**src/rtl/mult_div_pkg.sv**
```systemverilog
// Shared types and constants for the multicycle signed multiply/divide unit.
package mult_div_pkg;

  typedef enum logic [1:0] {
    ST_IDLE = 2'd0,
    ST_MULT = 2'd1,
    ST_DIV  = 2'd2,
    ST_DONE = 2'd3
  } state_e;

  // Booth recoding of {Q[0], q-1}; the other two codes leave the accumulator alone.
  localparam logic [1:0] BOOTH_ADD = 2'b01;
  localparam logic [1:0] BOOTH_SUB = 2'b10;

  // Counter must be able to hold ITERS itself.
  function automatic int unsigned cnt_w(input int unsigned iters);
    return $clog2(iters + 1);
  endfunction

endpackage

```
**src/rtl/div_step.sv**
```systemverilog
// One combinational restoring-division iteration on unsigned magnitudes.
module div_step #(
  parameter int unsigned WIDTH = 32
) (
  input  logic [WIDTH-1:0] rem_i,
  input  logic [WIDTH-1:0] quo_i,
  input  logic [WIDTH-1:0] dvs_i,
  output logic [WIDTH-1:0] rem_o,
  output logic [WIDTH-1:0] quo_o
);

  logic [WIDTH:0] shifted;
  logic [WIDTH:0] trial;

  // The partial remainder stays below the divisor, so the shifted value fits in WIDTH+1 bits.
  always_comb begin
    shifted = {rem_i, quo_i[WIDTH-1]};
    trial   = shifted - {1'b0, dvs_i};
    if (trial[WIDTH]) begin
      rem_o = shifted[WIDTH-1:0];
      quo_o = {quo_i[WIDTH-2:0], 1'b0};
    end else begin
      rem_o = trial[WIDTH-1:0];
      quo_o = {quo_i[WIDTH-2:0], 1'b1};
    end
  end

endmodule

```
**src/rtl/mult_div_unit.sv**
```systemverilog
// Multicycle signed MULT (radix-2 Booth) / DIV (restoring) unit with HI/LO result registers.
// Optional build macro MULTDIV_ZERO_SHORTCUT_EN: MULT with a zero operand finishes in one cycle.
module mult_div_unit
  import mult_div_pkg::*;
#(
  parameter int unsigned WIDTH = 32,
  parameter int unsigned ITERS = WIDTH
) (
  input  logic             clk,
  input  logic             reset,
  input  logic             mult_start,
  input  logic             div_start,
  input  logic [WIDTH-1:0] op_a,
  input  logic [WIDTH-1:0] op_b,
  output logic [WIDTH-1:0] hi,
  output logic [WIDTH-1:0] lo,
  output logic             busy,
  output logic             done,
  output logic             div_zero
);

  localparam int unsigned CW = cnt_w(ITERS);

  state_e           state_q, state_d;
  logic [CW-1:0]    cnt_q, cnt_d;
  logic [WIDTH:0]   acc_q, acc_d;      // Booth A (WIDTH+1) or division remainder (low WIDTH bits)
  logic [WIDTH-1:0] qr_q, qr_d;        // Booth Q or dividend/quotient shift register
  logic             qm1_q, qm1_d;
  logic [WIDTH:0]   mcand_q, mcand_d;  // sign-extended multiplicand or zero-extended |divisor|
  logic             neg_quo_q, neg_quo_d;
  logic             neg_rem_q, neg_rem_d;
  logic [WIDTH-1:0] hi_q, hi_d;
  logic [WIDTH-1:0] lo_q, lo_d;
  logic             dz_q, dz_d;

  logic             last_iter;
  logic [WIDTH:0]   booth_sum;
  logic [WIDTH:0]   booth_acc;
  logic [WIDTH-1:0] booth_q;
  logic             booth_qm1;
  logic [WIDTH-1:0] abs_a;
  logic [WIDTH-1:0] abs_b;
  logic [WIDTH-1:0] rem_next;
  logic [WIDTH-1:0] quo_next;

  assign last_iter = (cnt_q == CW'(ITERS - 1));
  assign abs_a     = op_a[WIDTH-1] ? -op_a : op_a;
  assign abs_b     = op_b[WIDTH-1] ? -op_b : op_b;

  always_comb begin
    case ({qr_q[0], qm1_q})
      BOOTH_ADD: booth_sum = acc_q + mcand_q;
      BOOTH_SUB: booth_sum = acc_q - mcand_q;
      default:   booth_sum = acc_q;
    endcase
    {booth_acc, booth_q, booth_qm1} = {booth_sum[WIDTH], booth_sum, qr_q};
  end

  div_step #(.WIDTH(WIDTH)) u_div_step (
    .rem_i (acc_q[WIDTH-1:0]),
    .quo_i (qr_q),
    .dvs_i (mcand_q[WIDTH-1:0]),
    .rem_o (rem_next),
    .quo_o (quo_next)
  );

  always_comb begin
    state_d   = state_q;
    cnt_d     = cnt_q;
    acc_d     = acc_q;
    qr_d      = qr_q;
    qm1_d     = qm1_q;
    mcand_d   = mcand_q;
    neg_quo_d = neg_quo_q;
    neg_rem_d = neg_rem_q;
    hi_d      = hi_q;
    lo_d      = lo_q;
    dz_d      = 1'b0;

    case (state_q)
      ST_IDLE: begin
        if (mult_start) begin
`ifdef MULTDIV_ZERO_SHORTCUT_EN
          if (op_a == '0 || op_b == '0) begin
            state_d = ST_DONE;
            hi_d    = '0;
            lo_d    = '0;
          end else begin
`else
          begin
`endif
            state_d = ST_MULT;
            cnt_d   = '0;
            acc_d   = '0;
            qr_d    = op_b;
            qm1_d   = 1'b0;
            mcand_d = {op_a[WIDTH-1], op_a};
          end
        end else if (div_start) begin
          if (op_b == '0) begin
            state_d = ST_DONE;
            dz_d    = 1'b1;
          end else begin
            state_d   = ST_DIV;
            cnt_d     = '0;
            acc_d     = '0;
            qr_d      = abs_a;
            mcand_d   = {1'b0, abs_b};
            neg_quo_d = op_a[WIDTH-1] ^ op_b[WIDTH-1];
            neg_rem_d = op_a[WIDTH-1];
          end
        end
      end

      ST_MULT: begin
        acc_d = booth_acc;
        qr_d  = booth_q;
        qm1_d = booth_qm1;
        cnt_d = cnt_q + CW'(1);
        if (last_iter) begin
          state_d = ST_DONE;
          hi_d    = booth_acc[WIDTH-1:0];
          lo_d    = booth_q;
        end
      end

      ST_DIV: begin
        acc_d = {1'b0, rem_next};
        qr_d  = quo_next;
        cnt_d = cnt_q + CW'(1);
        if (last_iter) begin
          state_d = ST_DONE;
          lo_d    = neg_quo_q ? -quo_next : quo_next;
          hi_d    = neg_rem_q ? -rem_next : rem_next;
        end
      end

      ST_DONE: state_d = ST_IDLE;

      default: state_d = ST_IDLE;
    endcase
  end

  always_ff @(posedge clk or posedge reset) begin
    if (reset) begin
      state_q   <= ST_IDLE;
      cnt_q     <= '0;
      acc_q     <= '0;
      qr_q      <= '0;
      qm1_q     <= 1'b0;
      mcand_q   <= '0;
      neg_quo_q <= 1'b0;
      neg_rem_q <= 1'b0;
      hi_q      <= '0;
      lo_q      <= '0;
      dz_q      <= 1'b0;
    end else begin
      state_q   <= state_d;
      cnt_q     <= cnt_d;
      acc_q     <= acc_d;
      qr_q      <= qr_d;
      qm1_q     <= qm1_d;
      mcand_q   <= mcand_d;
      neg_quo_q <= neg_quo_d;
      neg_rem_q <= neg_rem_d;
      hi_q      <= hi_d;
      lo_q      <= lo_d;
      dz_q      <= dz_d;
    end
  end

  assign hi       = hi_q;
  assign lo       = lo_q;
  assign busy     = (state_q == ST_MULT) || (state_q == ST_DIV);
  assign done     = (state_q == ST_DONE);
  assign div_zero = dz_q;

endmodule

```
**config.mk**
```make
export PLATFORM = sky130hd
export DESIGN_NAME = mult_div_unit
export DESIGN_NICKNAME = d
export VERILOG_FILES = /design/src/rtl/mult_div_pkg.sv /design/src/rtl/div_step.sv /design/src/rtl/mult_div_unit.sv
export SDC_FILE = /design/constraint.sdc
export NUM_CORES = 1
export LEC_CHECK = 0
export BUFFER_PORTS_ARGS = -buffer_cell sky130_fd_sc_hd__buf_2
export CAP_MARGIN = 30
export CORE_MARGIN = 2
export CORE_UTILIZATION = 60
export CTS_BUF_LIST = sky130_fd_sc_hd__clkbuf_2 sky130_fd_sc_hd__clkbuf_4 sky130_fd_sc_hd__clkbuf_8
export DETAILED_ROUTE_END_ITERATION = 8
export PLACE_DENSITY = 0.81
export SLEW_MARGIN = 20
export SYNTH_ARGS = -nofsm -noshare
export SYNTH_HDL_FRONTEND = slang
export SYNTH_SLANG_ARGS = --single-unit
```
**constraint.sdc**
```tcl
create_clock -name clk -period 5.69 [get_ports clk]
set_input_delay 0.569 -clock clk [delete_from_list [all_inputs] [get_ports clk]]
set_output_delay 0.569 -clock clk [all_outputs]
set_load 0.1 [all_outputs]
```
## Word level (Yosys, flattened, before mapping)

Cells that the tools add are included.

- Register bits: 174
- Bits in latches: 0
- Memory bits (writable): 0
- Memory bits (read-only): 0
- Word-level logic and storage cells: 90
- Memories: 0

- Add/sub/neg operators: 8
- Multiply operators: 0
- Div/mod/pow operators: 0
- Magnitude comparators: 0
- Eq/ne operators: 13
- Shift operators: 0
- Muxes and demuxes: 39
- Bitwise gates (word level): 3
- Reduce and logical (&&, ||, !) cells: 16

Operators by type and width:

| kind | number |
|---|---|
| $mux 32 | 12 |
| $mux 33 | 6 |
| $neg 32->32 | 4 |
| $pmux 32 s2 | 2 |
| $pmux 33 s3 | 1 |
| $pmux 32 s3 | 1 |
| $pmux 33 s2 | 1 |
| $add 33x33->33 | 1 |
| $sub 33x32->33 | 1 |
| $sub 33x33->33 | 1 |
| $logic_not 32->1 | 1 |
| $mux 6 | 3 |
| $pmux 6 s2 | 1 |
| $reduce_and 3->1 | 4 |
| $ne 2x2->1 const B | 4 |
| $reduce_bool 2->1 | 4 |
| $mux 1 | 7 |
| $add 6x1->6 const B | 1 |
| $eq 2x2->1 const B | 3 |
| $eq 6x5->1 const B | 1 |
| $mux 2 | 3 |
| $ne 3x3->1 const B | 2 |
| $pmux 2 s3 | 1 |
| $eq 2x1->1 const B | 2 |
| other kinds (10) | 12 |

## Logic depth before layout (Yosys ltp)

- Depth in word-level cells: 6
- Mapped depth: 26
- Depth with buffers taken out: 24

## By module

Synthesis repeated with hierarchy kept, for this count alone.

- Cell total of the unflattened synthesis: 2032
- Area, all modules: 16183.0 sq um

By module, submodules not included:

| module | times used | cells each | area an instance (sq um) | sequential area each (sq um) |
|---|---|---|---|---|
| mult_div_unit | 1 | 1696 | 13591.8 | 4354.2 |
| div_step | 1 | 336 | 2591.2 | 0.0 |

## Worst setup path after synthesis

OpenSTA, ideal clock, no wires.

- Path type: reg-to-reg
- From: register qr_q[31]
- To: register hi_q[30], in the netlist hi[30]
- Library setup time: 0.080 ns
- Arrival: 5.054 ns
- Slack: 0.556 ns
- Cell stages (with the launch flop): 25
- Period minus slack after synthesis: 5.134 ns
- Cells stage by stage: dfrtp_1 > inv_1 > ha_1 > inv_1 > fa_1 > a211oi_1 > o21ai_1 > nand3_1 > a21boi_0 > mux2i_1 > nor2_2 > clkbuf_1 > clkbuf_1 > o21ai_0 > inv_1 > ha_1 > inv_1 > or4_1 > nor2_1 > o21ai_0 > o41ai_2 > nand2_1 > nor4_1 > mux2i_1 > a2bb2oi_1

- Longest elaborated chain between the ends: 6

RTL lines:

| item | RTL line | source |
|---|---|---|
| from (decl) | mult_div_unit.sv:27 | `logic [WIDTH-1:0] qr_q, qr_d;` |
| from (signal assigned) | mult_div_unit.sv:161 | `qr_q <= qr_d;` |
| $sub 33x32->33 | div_step.sv:18 | `trial = shifted - {1'b0, dvs_i};` |
| $mux 32 * | div_step.sv:19 | `if (trial[WIDTH]) begin` |
| $neg 32->32 | mult_div_unit.sv:134 | `hi_d = neg_rem_q ? -rem_next : rem_next;` |
| $mux 32 * | mult_div_unit.sv:134 |  |
| $mux 32 * | mult_div_unit.sv:131 | `if (last_iter) begin` |
| $pmux 32 s2 * | mult_div_unit.sv:80 | `case (state_q)` |
| to (signal assigned) | mult_div_unit.sv:166 | `hi_q <= hi_d;` |
| to (decl) | mult_div_unit.sv:32 | `logic [WIDTH-1:0] hi_q, hi_d;` |

Mark *: on every way between the ends. The rest lies on a longest branch, timed or not. The select of a mux whose other input is x is not followed.
A chain may end at the register's enable or synchronous reset.

## Worst setup path in the final report

Same ends and word-level chain as after synthesis.

==> impl_results.md <==
- Status: finished clean
- Int Power: 5.17 mW
- FMAX: 184 MHz
- Wire length on met1: 22.3 mm
- First-pass GRT wire length: 84.8 mm
- Worst-Margin Slew: 0.967 ns
- Overall routing resource usage: 0.375
- EDFF count, synth: 0
- Post-synthesis net count: 2,318
- CTS Buffer Depth: 2
- R2R Path End: hi[30]
- Flops & latches, synth: 174
- Synth warn: 0
- Setup bufs post-CTS: 0
- Crit path required time: 6.13 ns
- Hold_buf cts: 0
- Top Ports: 135
- Area grow syn2layout: 7.98%
- WS Path Type: reg -> reg
- Post-CTS Resized: 0
- R2R depth: 23
- Initial core utilization: 0.608
- PwrDens: 691 nW/um^2
- Detail Route met2 WL: 24.0 mm
- Drt pass-1 iters: 9
- Avg Cell Area, Syn: 7.50 sq um
- Placed Instances: 2,537
- Synth unique cells: 77
- Tmin final: 5.43 ns
- Worst Path Arrival: 5.87 ns
- # clock sinks: 174
- Vias in the first global route: 15,700
- Remaining global-route overflow: 0
- Setup slack after layout: 0.261 ns
- Final setup violation count: 0
- Pre-CTS WS: 0.184 ns
- TritonCTS buffer count: 17
- Number of failing hold endpoints at the final stage: 0
- Fill cells: 2,350
- Clock slew seen by the registers of the worst setup and hold paths: 0.13 ns
- Most used DFF post-synth: dfrtp_1
- Final design utilization: 0.656
- Synth Cell Area: 16,300 sq um
- Antenna violations before repair: 1
- Synth cell count leaders: 279 x nand2_1, 237 x o21ai_0, 226 x nor2_1
- Nets@finish: 2,361
- Leak: 7.96 nW
- Post-Layout Cell Count: 2,570
- Total Neg Setup Slack: 0 ns
- Hold crit path type: in -> async
- Vias: 17,100
- Final period utilization: 0.954
- Row count: 60
- Final Skew: 0.0308 ns
- Die area: 28,500 sq um
- Maximum Capacitance Violations: 0
- Max-slew headroom: 0.356
- GP Congestion: 1.03
- Switching pwr: 6.98 mW
- Buffers on Ports: 134
- Pin count of the biggest net entering global routing: 76
- CTS H-Tree Depth: 4
- HPWL Detailed: 40.5 mm
- Diode count: 0
- Ys async rst share: 1.00
- Post-Syn Instances: 2,173
- WHS: 0.143 ns
- Met3 Wirelength: 5.11 mm
- Crit end category: flip-flop
- Startpoint Class: flip-flop
- Proportion of netlist area held by the largest area contributor: 0.267
- Residual DRC: 0
- 1st-iter DRT viols: 1,931
- Combinational share of power: 0.745
- Reg2Reg Launch Point: qr_q[31]
- Most numerous cell in the Yosys netlist: nand2_1
- Reg2reg setup slack: 0.26 ns
- Die X: 169 um
- Clk root buf: clkbuf_8
- Sw Share: 0.575
- Post-route ant nets: 0
- Max VDD drop: 328 uV
- Synth area leaders: dfrtp_1 27%, o21ai_0 7.3%, nand2_1 6.4%, xor2_1 6.1%, a21oi_1 5.8%
- Slew Limit Fails: 0
- DR top layer: met4
- Clk_lat worst skew: 0.51 ns
- Biggest area consumer among synthesized cells: dfrtp_1
- Crit-path max FO: 16
- Drt total wl: 53.7 mm
- Drt wl/cell: 20.9 um
- Seq pwr share: 0.175
- Die outline height: 169 um
- Share of post-route cells with drive strength above 1: 0.115
- Post-synthesis sequential area ratio: 0.267
- Clock power frac: 0.080
- Vias/cell: 6.66
- CTS tree: built
- Core area: 26,800 sq um
[routing by layer]
layer  up-vias  GRT usage
met5         -          0
met4         0      0.169
met3       150     0.0470
met2       987      0.580
met1      8057      0.527
li1       7911          -
[power by group through the flow]
| stage | sequential [mW] | clock, mW | combinational (mW) |
|---|---|---|---|
| 2_1_floorplan | 1.82 | 0 | 6.71 |
| 3_3_place_gp | 2.11 | 0 | 8.49 |
| 3_5_place_dp | 2.12 | 0 | 8.68 |
| 4_1_cts | 2.09 | 0.966 | 8.73 |
| 5_1_grt | 2.16 | 1.01 | 9.82 |
| 6_report | 2.13 | 0.970 | 9.05 |
[area by class of cell]
class,instances,area (sq um),area share
multi-input combinational,1787,11200,0.635
sequential,174,4350,0.248
timing repair buffer,168,952,0.0541
tap,341,427,0.0243
inverter,68,260,0.0148
clock buffer,17,234,0.0133
clock inverter,15,201,0.0115
[worst max-delay path, cell delays in order, from the launching register on]
cell and delay [ns]:
dfrtp_1 0.48, inv_1 0.13, ha_1 0.23, inv_1 0.07
fa_1 0.22, a211oi_2 0.11, o21ai_1 0.40, nand3_1 0.24
a21boi_0 0.46, mux2i_2 0.20, nor2_4 0.19, inv_2 0.07
buf_4 0.19, a21oi_1 0.22, ha_1 0.20, inv_1 0.12
or4_1 0.59, nor2_1 0.12, o21ai_0 0.10, o41ai_2 0.13
nand2_2 0.20, nor4_2 0.32, mux2i_1 0.23, a2bb2oi_1 0.16
[how the worst max path moves through the flow]
| stage | start | depth (start not counted) | slack [ns] | end |
|---|---|---|---|---|
| final | qr_q[31] | 23 | 0.26 | hi[30] |
| after global routing | qr_q[31] | 24 | -0.02 | hi[28] |
| after CTS | qr_q[31] | 23 | 0.21 | hi[30] |
| after detailed placement | qr_q[31] | 23 | 0.18 | hi[30] |
| after global placement | qr_q[31] | 23 | 0.35 | hi[30] |
| after floorplan | reset | 1 | 0.40 | acc_q[0] |
[cells by family (layout without fill, tap and decap cells)]
logic type,Yosys count,in the layout,share of synthesized area
adders and majority gates,77,77,0.0601
buffers and inverters,212,268,0.0505
and+or+nand+nor,729,729,0.202
muxes,52,52,0.0327
AOI/OAI and AO/OA,728,728,0.279
DFF,174,174,0.267
xor gates and xnor gates,201,201,0.108
[registers in the layout (all words and copies together) (netlist names)]
name,count
acc_q,33
mcand_q,33
hi,32
lo,32
qr_q,32
cnt_q,6
state_q,2
div_zero,1
neg_quo_q,1
neg_rem_q,1
qm1_q,1
[through the flow]
stage          power (mW)  area [sq um]
2_1_floorplan        8.53         16300
3_3_place_gp         10.6         17100
3_5_place_dp         10.8         17100
4_1_cts              11.8         17600
5_1_grt              13.0         17600
6_report             12.1         17600
[placed cells by master (no fill, tap or decap), types with 21 or more instances in the layout]
cell type / synthesis / layout
nand2_1: 279 / 278
o21ai_0: 237 / 237
nor2_1: 226 / 225
a21oi_1: 190 / 190
dfrtp_1: 174 / 174
buf_2: 22 / 133
xor2_1: 113 / 113
xnor2_1: 88 / 88
ha_1: 75 / 73
inv_1: 67 / 65
nor3_1: 45 / 45
mux2i_1: 42 / 41
o31ai_1: 36 / 36
buf_4: 0 / 33
a21o_1: 33 / 32
nand3_1: 28 / 28
a31oi_1: 27 / 27
a22oi_1: 23 / 23
or3_1: 21 / 21
(Power assumes the default switching activity.)
